## src/rtl/boot_dispatcher.sv

```systemverilog
// Boot dispatcher: queues host boot/enable commands and expands them into service messages.
// Optional BOOT_DISPATCHER_PERF_EN adds a saturating sent_count output.
module boot_dispatcher #(
  parameter int FIFO_DEPTH  = 4,
  parameter int THREAD_NUMB = 4,
  parameter int TILE_NUMB   = 4,
  parameter int ADDR_W      = 32,
  localparam int TID_W      = $clog2(THREAD_NUMB),
  localparam int HMSG_W     = 3 + ADDR_W + TID_W + THREAD_NUMB,
  localparam int SMSG_W     = 2 + HMSG_W
) (
  input  logic                   clk,
  input  logic                   reset,
  input  logic                   host_cmd_valid,
  output logic                   host_cmd_ready,
  input  logic [1:0]             host_cmd_op,
  input  logic [TILE_NUMB-1:0]   host_tile_mask,
  input  logic [THREAD_NUMB-1:0] host_thread_mask,
  input  logic [ADDR_W-1:0]      host_pc,
  input  logic [TID_W-1:0]       host_thread_id,
  input  logic                   network_available,
  output logic [SMSG_W-1:0]      message_out,
  output logic                   message_out_valid,
  output logic [TILE_NUMB-1:0]   destination_valid,
  output logic                   cmd_error
`ifdef BOOT_DISPATCHER_PERF_EN
  ,output logic [31:0]           sent_count
`endif
);

  localparam int PTR_W = $clog2(FIFO_DEPTH);
  localparam logic [PTR_W:0] FULL_CNT = (PTR_W+1)'(FIFO_DEPTH);
  localparam logic [TID_W:0] LAST_THR = (TID_W+1)'(THREAD_NUMB);
  localparam logic [1:0]     SVC_HOST = 2'd1;

  typedef enum logic [1:0] {OP_ENABLE, OP_BOOT, OP_BOOT_ALL, OP_RSVD} op_e;
  typedef enum logic [1:0] {HM_NONE, HM_BOOT_COMMAND, HM_ENABLE_THREAD} hmsg_e;
  typedef enum logic {IDLE, SEND} state_e;

  typedef struct packed {
    hmsg_e                  message;
    logic                   hi_job_valid;
    logic [ADDR_W-1:0]      hi_job_pc;
    logic [TID_W-1:0]       hi_job_thread_id;
    logic [THREAD_NUMB-1:0] hi_thread_en;
  } host_message_t;

  typedef struct packed {
    logic [1:0]    message_type;
    host_message_t data;
  } service_message_t;

  typedef struct packed {
    op_e                    op;
    logic [TILE_NUMB-1:0]   tile;
    logic [THREAD_NUMB-1:0] tmask;
    logic [ADDR_W-1:0]      pc;
    logic [TID_W-1:0]       tid;
  } cmd_t;

  cmd_t             r_fifo [FIFO_DEPTH];
  logic [PTR_W-1:0] r_wr_ptr, r_rd_ptr;
  logic [PTR_W:0]   r_count;
  cmd_t             r_cmd;
  state_e           r_state, w_state_nxt;
  logic [TID_W:0]   r_thr_cnt, w_thr_cnt_nxt;
  cmd_t             w_push_cmd, w_head;
  logic             w_push, w_pop, w_load;
  service_message_t w_msg;

  assign host_cmd_ready = (r_count != FULL_CNT);
  assign w_push         = host_cmd_valid && host_cmd_ready;
  assign w_pop          = (r_state == IDLE) && (r_count != '0);
  assign w_head         = r_fifo[r_rd_ptr];
  assign w_push_cmd     = '{op: op_e'(host_cmd_op), tile: host_tile_mask,
                            tmask: host_thread_mask, pc: host_pc, tid: host_thread_id};

  // Storage needs no reset: an entry is only read once the count covers it.
  always_ff @(posedge clk) begin
    if (w_push) r_fifo[r_wr_ptr] <= w_push_cmd;
  end

  always_ff @(posedge clk or negedge reset) begin
    if (!reset) begin
      r_wr_ptr <= '0;
      r_rd_ptr <= '0;
      r_count  <= '0;
    end else begin
      if (w_push) r_wr_ptr <= r_wr_ptr + PTR_W'(1);
      if (w_pop)  r_rd_ptr <= r_rd_ptr + PTR_W'(1);
      case ({w_push, w_pop})
        2'b10:   r_count <= r_count + (PTR_W+1)'(1);
        2'b01:   r_count <= r_count - (PTR_W+1)'(1);
        default: r_count <= r_count;
      endcase
    end
  end

  always_ff @(posedge clk or negedge reset) begin
    if (!reset) begin
      r_state   <= IDLE;
      r_thr_cnt <= '0;
      r_cmd     <= '0;
    end else begin
      r_state   <= w_state_nxt;
      r_thr_cnt <= w_thr_cnt_nxt;
      if (w_load) r_cmd <= w_head;
    end
  end

  // Reserved ops are consumed in IDLE without ever reaching the command register.
  always_comb begin
    w_state_nxt   = r_state;
    w_thr_cnt_nxt = r_thr_cnt;
    w_load        = 1'b0;
    cmd_error     = 1'b0;
    case (r_state)
      IDLE: begin
        if (w_pop) begin
          if (w_head.op == OP_RSVD) begin
            cmd_error = 1'b1;
          end else begin
            w_load      = 1'b1;
            w_state_nxt = SEND;
          end
        end
      end
      SEND: begin
        if (network_available) begin
          if (r_cmd.op == OP_BOOT_ALL && r_thr_cnt != LAST_THR) begin
            w_thr_cnt_nxt = r_thr_cnt + (TID_W+1)'(1);
          end else begin
            w_thr_cnt_nxt = '0;
            w_state_nxt   = IDLE;
          end
        end
      end
      default: w_state_nxt = IDLE;
    endcase
  end

  always_comb begin
    w_msg = '0;
    if (r_state == SEND) begin
      w_msg.message_type = SVC_HOST;
      case (r_cmd.op)
        OP_ENABLE: begin
          w_msg.data.message      = HM_ENABLE_THREAD;
          w_msg.data.hi_thread_en = r_cmd.tmask;
        end
        OP_BOOT: begin
          w_msg.data.message          = HM_BOOT_COMMAND;
          w_msg.data.hi_job_valid     = 1'b1;
          w_msg.data.hi_job_pc        = r_cmd.pc;
          w_msg.data.hi_job_thread_id = r_cmd.tid;
        end
        OP_BOOT_ALL: begin
          if (r_thr_cnt == LAST_THR) begin
            w_msg.data.message      = HM_ENABLE_THREAD;
            w_msg.data.hi_thread_en = r_cmd.tmask;
          end else begin
            w_msg.data.message          = HM_BOOT_COMMAND;
            w_msg.data.hi_job_valid     = 1'b1;
            w_msg.data.hi_job_pc        = r_cmd.pc;
            w_msg.data.hi_job_thread_id = r_thr_cnt[TID_W-1:0];
          end
        end
        default: w_msg = '0;
      endcase
    end
  end

  assign message_out       = w_msg;
  assign message_out_valid = (r_state == SEND) && network_available;
  assign destination_valid = (r_state == SEND) ? r_cmd.tile : '0;

`ifdef BOOT_DISPATCHER_PERF_EN
  logic [31:0] r_sent_count;
  always_ff @(posedge clk or negedge reset) begin
    if (!reset)                                    r_sent_count <= '0;
    else if (message_out_valid && r_sent_count != '1) r_sent_count <= r_sent_count + 32'd1;
  end
  assign sent_count = r_sent_count;
`endif

endmodule

```

## config.mk

```make
export PLATFORM = sky130hd
export DESIGN_NAME = boot_dispatcher
export DESIGN_NICKNAME = d
export VERILOG_FILES = /design/src/rtl/boot_dispatcher.sv
export SDC_FILE = /design/constraint.sdc
export NUM_CORES = 1
export LEC_CHECK = 0
export CELL_PAD_IN_SITES_DETAIL_PLACEMENT = 0
export CELL_PAD_IN_SITES_GLOBAL_PLACEMENT = 2
export CORE_ASPECT_RATIO = 0.7
export CORE_MARGIN = 1
export CORE_UTILIZATION = 39
export CTS_BUF_LIST = sky130_fd_sc_hd__clkbuf_8 sky130_fd_sc_hd__clkbuf_16
export DETAILED_ROUTE_END_ITERATION = 10
export HOLD_SLACK_MARGIN = 0.02
export PLACE_DENSITY = 0.75
export SKIP_LAST_GASP = 1
export SLEW_MARGIN = 10
export SYNTH_ARGS = -nofsm -noshare
export SYNTH_HDL_FRONTEND = slang
export SYNTH_SLANG_ARGS = --single-unit
```

## constraint.sdc

```tcl
create_clock -name clk -period 2.4 [get_ports clk]
set_clock_uncertainty 0.1 [all_clocks]
set_input_delay 0.24 -clock clk [delete_from_list [all_inputs] [get_ports clk]]
set_output_delay 0.24 -clock clk [all_outputs]
set_load 0.05 [all_outputs]
```

==> results.yml, run 1 <==
die:
  start_util: 0.398
  design.core.area_sq_mm: 0.0227
  io_pins: 98
  placementRows: 46
  fp.dieArea_sq_mm: 0.0238
  dieHeight_um: 129
  die_w_um: 184
detailed_routing:
  first_pass_iters: 4
  drtIter0Drc: 318
  wirelength_um: 18800
  ant_nets: 0
  drc: 0
  post_drt_wl_per_cell_um: 20.4
  vias_per_cell: 4.96
  via_count: 4565
status:
  violations: "setup timing"
  status: "finished with violations"
grt:
  grt_max_degree: 45
  grt_pass1_wl_um: 29100
  track_usage: 0.167
  grt_pass1_vias: 4899
  antenna_found_initial: 1
  overflow: 0
synthesis:
  yosys.area.top_type: "edfxtp_1"
  syn_nets: 511
  syn-cell-area_sq_mm: 0.00902
  synthDistinctLibCells: 36
  yosysMostFrequentCell: "edfxtp_1"
  synth_area_per_cell_sq_um: 20.0
  yosys_warnings: 0
  yosysTopAreaCellShare: 0.586
  seq_area_frac_synth: 0.739
  synth_flop_cell: "edfxtp_1"
  synth_common_cells: "edfxtp_1 (176), dfrtp_1 (55), mux4_2 (44), and2_1 (41), mux2_2 (34)"
  netlist_instances: 451
  async_flop_share: 0.238
  yosys-top-cells-area: "edfxtp_1 (59%), dfrtp_1 (15%), mux4_2 (11%)"
  ys_seq_elements: 231
  synth_edf_count: 176
critical_path:
  cp_slowest_cell: "dfrtp_1"
  rrSetupSlack_ns: 0.07
  crit_path_cell_trace: "inv_2 > ha_2 > a21bo_4 > a21oi_4 > buf_12 > buf_12 > buf_16 > and2_4 > buf_12"
  r2r_end: "r_count[2]"
  reg2reg_depth: 9
  worstSetupPathType: "reg -> out"
  startpoint_type: "flip-flop"
  worstPathMaxFanout: 8
  worstSetupEndpoint: "message_out[15]"
  cp_num_buf_inv: 5
  startpoint: "r_thr_cnt[0]"
  cp_common_cell: "buf_12"
  required_ns: 2.06
  slowest_delay_ns: 0.38
  cp.arrival_ns: 2.20
  crit_cells: 9
  end_kind: "output port"
  regToRegStartpoint: "r_count[0]"
  crit_family: "buffers and inverters"
flow_run:
  drv_cap: 0
placement:
  hpwl_um: 10900
  place_ws_ns: 0.0509
  port-buffer-count: 96
  gp_congestion: 0.764
  place_area_sq_mm: 0.0108
clock_network:
  clkTransAtPathRegs_ns: 0.06
  numClockSinks: 231
  clockBufferDepth: 3
  cts_tree: "done"
  cts_made_buffers: 22
  cts-htree-levels: 1
  clk_latency_ns: 0.51
  cts-root-buf: "clkbuf_16"
cells_and_area:
  layout-drive-gt1-share: 0.406
  design_area_sq_mm: 0.0119
  nNetsFinal: 652
  syn2layout_area_growth_pct: 32.5
sta:
  slew_headroom: 0.633
  setup_viol: 33
  tightest_slew_ns: 0.551
  final_max_slew_viol_count: 0
  hold_violations: 0
  fmax_mhz: 393
  post-route-min-period_ns: 2.54
  rsz0062_at_grt: "yes"
  fin_crit_sh: 1.06
  finalWorstSetupSlack_ns: -0.144
power:
  total_power_w: 0.0164
  ir_drop_mv: 0.668
  power.density_mw_per_mm2: 1370
  leakagePower_nw: 4.37
worst_hold_path:
  min_path_type: "in -> async"
[final cells by class]
type	instances	area (sq um)
sequential	231	6670
clock inverter	16	136
multi-input combinational	187	2320
antenna	1	2.50
fill	1834	10700
clock buffer	24	578
timing repair buffer	136	1800
tap	312	390
inverter	14	52.6
[worst register-to-register path, delay by kind of cell, from the launching register on]
family        cells  cell delay (ns)
buf+inv           2             0.11
fa+ha+maj         2             0.52
simple gates      3             0.76
xor+xnor          2             0.34
flops             1             0.42
[power by group]
| group | switching [W] | leakage [nW] | internal [W] | total [W] |
|---|---|---|---|---|
| Sequential | 0.000481 | 2.26 | 0.00549 | 0.00597 |
| Combinational | 0.00352 | 1.73 | 0.00353 | 0.00706 |
| Clock | 0.00144 | 0.382 | 0.00196 | 0.00340 |
| Total | 0.00544 | 4.37 | 0.0110 | 0.0164 |
[through the flow]
| step | utilization | hold WS, ns | TNS (ns) | std cells |
|---|---|---|---|---|
| floorplan | - | -0.156 | 0 | 451 |
| global placement | 0.478 | 0.146 | 0 | 858 |
| detailed placement | 0.478 | 0.142 | 0 | 858 |
| CTS | 0.525 | 0.173 | -3.32 | 916 |
| global route | 0.527 | 0.190 | -7.05 | 920 |
| finish | 0.527 | 0.161 | -3.76 | 921 |
[worst min-delay path by stage]
stage | start | to | cells after the start
final | reset | r_cmd[36] | 2
after global routing | reset | r_cmd[41] | 2
after CTS | reset | r_cmd[36] | 2
after detailed placement | reset | r_cmd[36] | 1
after global placement | reset | r_cmd[36] | 1
after floorplan | reset | r_cmd[0] | 0
[cell usage in the layout, fill, tap and decap left out, drive strengths merged, types with 2 or more instances in the layout]
cell type / count
a21oi: 4
a22oi: 2
and2: 41
and3: 5
buf: 85
bufinv: 2
clkbuf: 24
clkdlybuf4s50: 46
clkinv: 6
dfrtp: 55
dlymetal6s2s: 3
edfxtp: 176
ha: 11
inv: 22
mux2: 43
mux4: 44
nand2: 4
nor2: 5
nor3: 2
o21ai: 3
or3: 3
xnor2: 2
xor2: 4
[kinds of logic after synthesis]
| family | share of synthesized area |
|---|---|
| XOR/XNOR | 0.00583 |
| adder cells (fa/ha/maj) | 0.0175 |
| buffers and inverters | 0.0183 |
| flip-flops | 0.739 |
| other | 0.000416 |
| multiplexers | 0.165 |
| AND/OR/NAND/NOR | 0.0427 |
| AO/OA/AOI/OAI | 0.0121 |
[timing repair]
item / CTS / global route
pin swaps: 11 / 3
endpoints found under the setup margin: 34 / 39
buffers inserted: 13 / 4
gates resized for setup: 45 / 7
cloned: 4 / 0
hold endpoints to repair: 19 / 0
hold buffers: 1 / 0
[state kept, by name (all words and copies together) (netlist names)]
name,cells
r_fifo,176
r_cmd,44
r_count,3
r_thr_cnt,3
r_rd_ptr,2
r_wr_ptr,2
r_state,1
[metal layers]
metal	share of wire	wire [um]	global-route usage	vias to the layer above
li1	-	-	-	2029
met1	0.46	8640	0.239	2367
met2	0.46	8570	0.263	143
met3	0.065	1210	0.0360	26
met4	0.018	344	0.0358	0
met5	0	0	0	-
Note: power is estimated with default switching activity, not from simulation.
==> inputs of run 2 (changes only) <==
- REMOVE_ABC_BUFFERS: unset -> 1
==> run 2 against run 1 <==
Effect of this change: the flow still finishes with violations (setup timing); critical endpoint is now message_out[10]; worst setup slack better by 0.027 ns; count of clock-buffer cells in the layout stayed put; sequential share of layout area is 0.84 points higher; maximum frequency is 1.1% higher; sequential cell count stayed put; final cell count is 1.3% lower; global-route usage is 0.72 points lower; power is 2.9% lower; critical path type unchanged; largest cell class unchanged.
==> results.yml, run 2 (same netlist as run 1, synthesis figures left out) <==
sta:
  hold_violations: 0
  rsz0062_at_grt: "yes"
  fmax_mhz: 397
  final_max_slew_viol_count: 0
  post-route-min-period_ns: 2.52
  finalWorstSetupSlack_ns: -0.117
  setup_viol: 33
  fin_crit_sh: 1.05
  tightest_slew_ns: 0.754
  slew_headroom: 0.498
cells_and_area:
  nNetsFinal: 642
  largest_reg_flops: 176
  num-fill-cells: 1853
  syn2layout_area_growth_pct: 30.5
  layout-drive-gt1-share: 0.370
  top_regs: "r_fifo x176, r_cmd x44"
  final_common_cell: "edfxtp_1"
  largest-register: "r_fifo"
  final_cell_mix: "edfxtp_1 (176), dfrtp_1 (53), clkdlybuf4s50_1 (46)"
  n_antenna_cell: 0
status:
  violations: "setup timing"
  status: "finished with violations"
critical_path:
  required_ns: 2.06
  startpoint_type: "flip-flop"
  regToRegStartpoint: "r_count[1]"
  startpoint: "r_cmd[42]"
  cp_common_cell: "buf_12"
  worstSetupPathType: "reg -> out"
  cp.arrival_ns: 2.18
  cp_slowest_cell: "dfrtp_1"
  end_kind: "output port"
  worstPathMaxFanout: 8
  slowest_delay_ns: 0.41
  reg2reg_depth: 9
  crit_path_cell_trace: "inv_2 > ha_4 > a21bo_4 > a21oi_4 > buf_12 > buf_16 > and2_4 > buf_12"
clock_network:
  cts-root-buf: "clkbuf_16"
  cts_tree: "done"
  clockBufferDepth: 3
  clk_latency_ns: 0.50
  clkTransAtPathRegs_ns: 0.07
  cts-htree-levels: 1
  numClockSinks: 231
  cts_made_buffers: 22
power:
  power.density_mw_per_mm2: 1350
  total_power_w: 0.0159
  ir_drop_mv: 0.719
  leakagePower_nw: 4.25
die:
  dieHeight_um: 129
  io_pins: 98
  design.core.area_sq_mm: 0.0227
  start_util: 0.398
  fp.dieArea_sq_mm: 0.0238
  placementRows: 46
  die_w_um: 184
placement:
  hpwl_um: 10400
  place_ws_ns: 0.100
  port-buffer-count: 96
  gp_congestion: 0.726
detailed_routing:
  drc: 0
  drtIter0Drc: 236
  ant_nets: 0
  wirelength_um: 18000
  post_drt_wl_per_cell_um: 19.8
  via_count: 4448
  vias_per_cell: 4.89
  first_pass_iters: 4
grt:
  antenna_found_initial: 2
  grt_max_degree: 45
  grt_pass1_wl_um: 28200
  overflow: 0
  grt_pass1_vias: 4903
  track_usage: 0.159
worst_hold_path:
  min_path_type: "in -> async"
flow_run:
  drv_cap: 0
==> run 2: worst max-delay path, delay by kind of cell (launching register included) <==
family	cells	cell delay, ns
AND/OR/NAND/NOR	1	0.17
adder cells (fa/ha/maj)	1	0.15
buffers and inverters	4	0.53
AO/OA/AOI/OAI	2	0.43
flip-flops	1	0.41
==> run 2: cell type report <==
cell class / instances / area (sq um) / share of cell area
inverter: 14 / 52.6 / 0.00446
clock inverter: 15 / 114 / 0.00967
sequential: 231 / 6670 / 0.566
timing repair buffer: 126 / 1660 / 0.141
multi-input combinational: 187 / 2290 / 0.195
clock buffer: 24 / 589 / 0.0501
tap: 312 / 390 / 0.0332
==> run 2: path summary, 6_finish.rpt <==
| path | endpoint | slack [ns] |
|---|---|---|
| min in group clk | r_fifo[0][35] | 0.28 |
| worst min-delay path | r_cmd[37] | 0.26 |
| worst min register to register | r_cmd[15] | 0.38 |
| worst max-delay path | message_out[10] | -0.12 |
| worst max register to register | r_count[2] | 0.13 |
| max in group asynchronous | r_cmd[24] | 1.30 |
==> run 2: timing repair <==
item	CTS	global route
setup endpoints to repair	45	39
pin swaps	1	10
cloned	2	0
gates resized for setup	38	6
buffers inserted	9	1
hold buffers	1	0
hold endpoints to repair	25	0
==> run 2: power breakdown <==
group          leakage (nW)  switching (W)  internal [W]  total (W)
Sequential             2.26       0.000422       0.00550    0.00592
Combinational          1.62        0.00339       0.00327    0.00666
Clock                 0.367        0.00140       0.00197    0.00337
==> run 2: metal layers <==
| layer | routed length (um) | GRT usage |
|---|---|---|
| met1 | 8390 | 0.223 |
| met2 | 8370 | 0.259 |
| met4 | 241 | 0.0304 |
| met3 | 972 | 0.0374 |
| met5 | 25 | 0 |
==> run 2: per-stage QoR <==
stage	TNS, ns	instances	hold slack, ns	cell area [sq um]	util
floorplan	-152.32	432	-0.156	8910	-
global placement	0	857	0.243	10800	0.478
detailed placement	0	857	0.256	10800	0.478
CTS	-2.75	908	0.264	11800	0.518
global route	-6.23	909	0.274	11800	0.519
finish	-2.36	909	0.265	11800	0.519
==> inputs of run 3 (changes only) <==
- GPL_ROUTABILITY_DRIVEN: unset -> 1
==> results of run 3 <==
The final DEF is identical to that of run 2; final timing and power are the same.
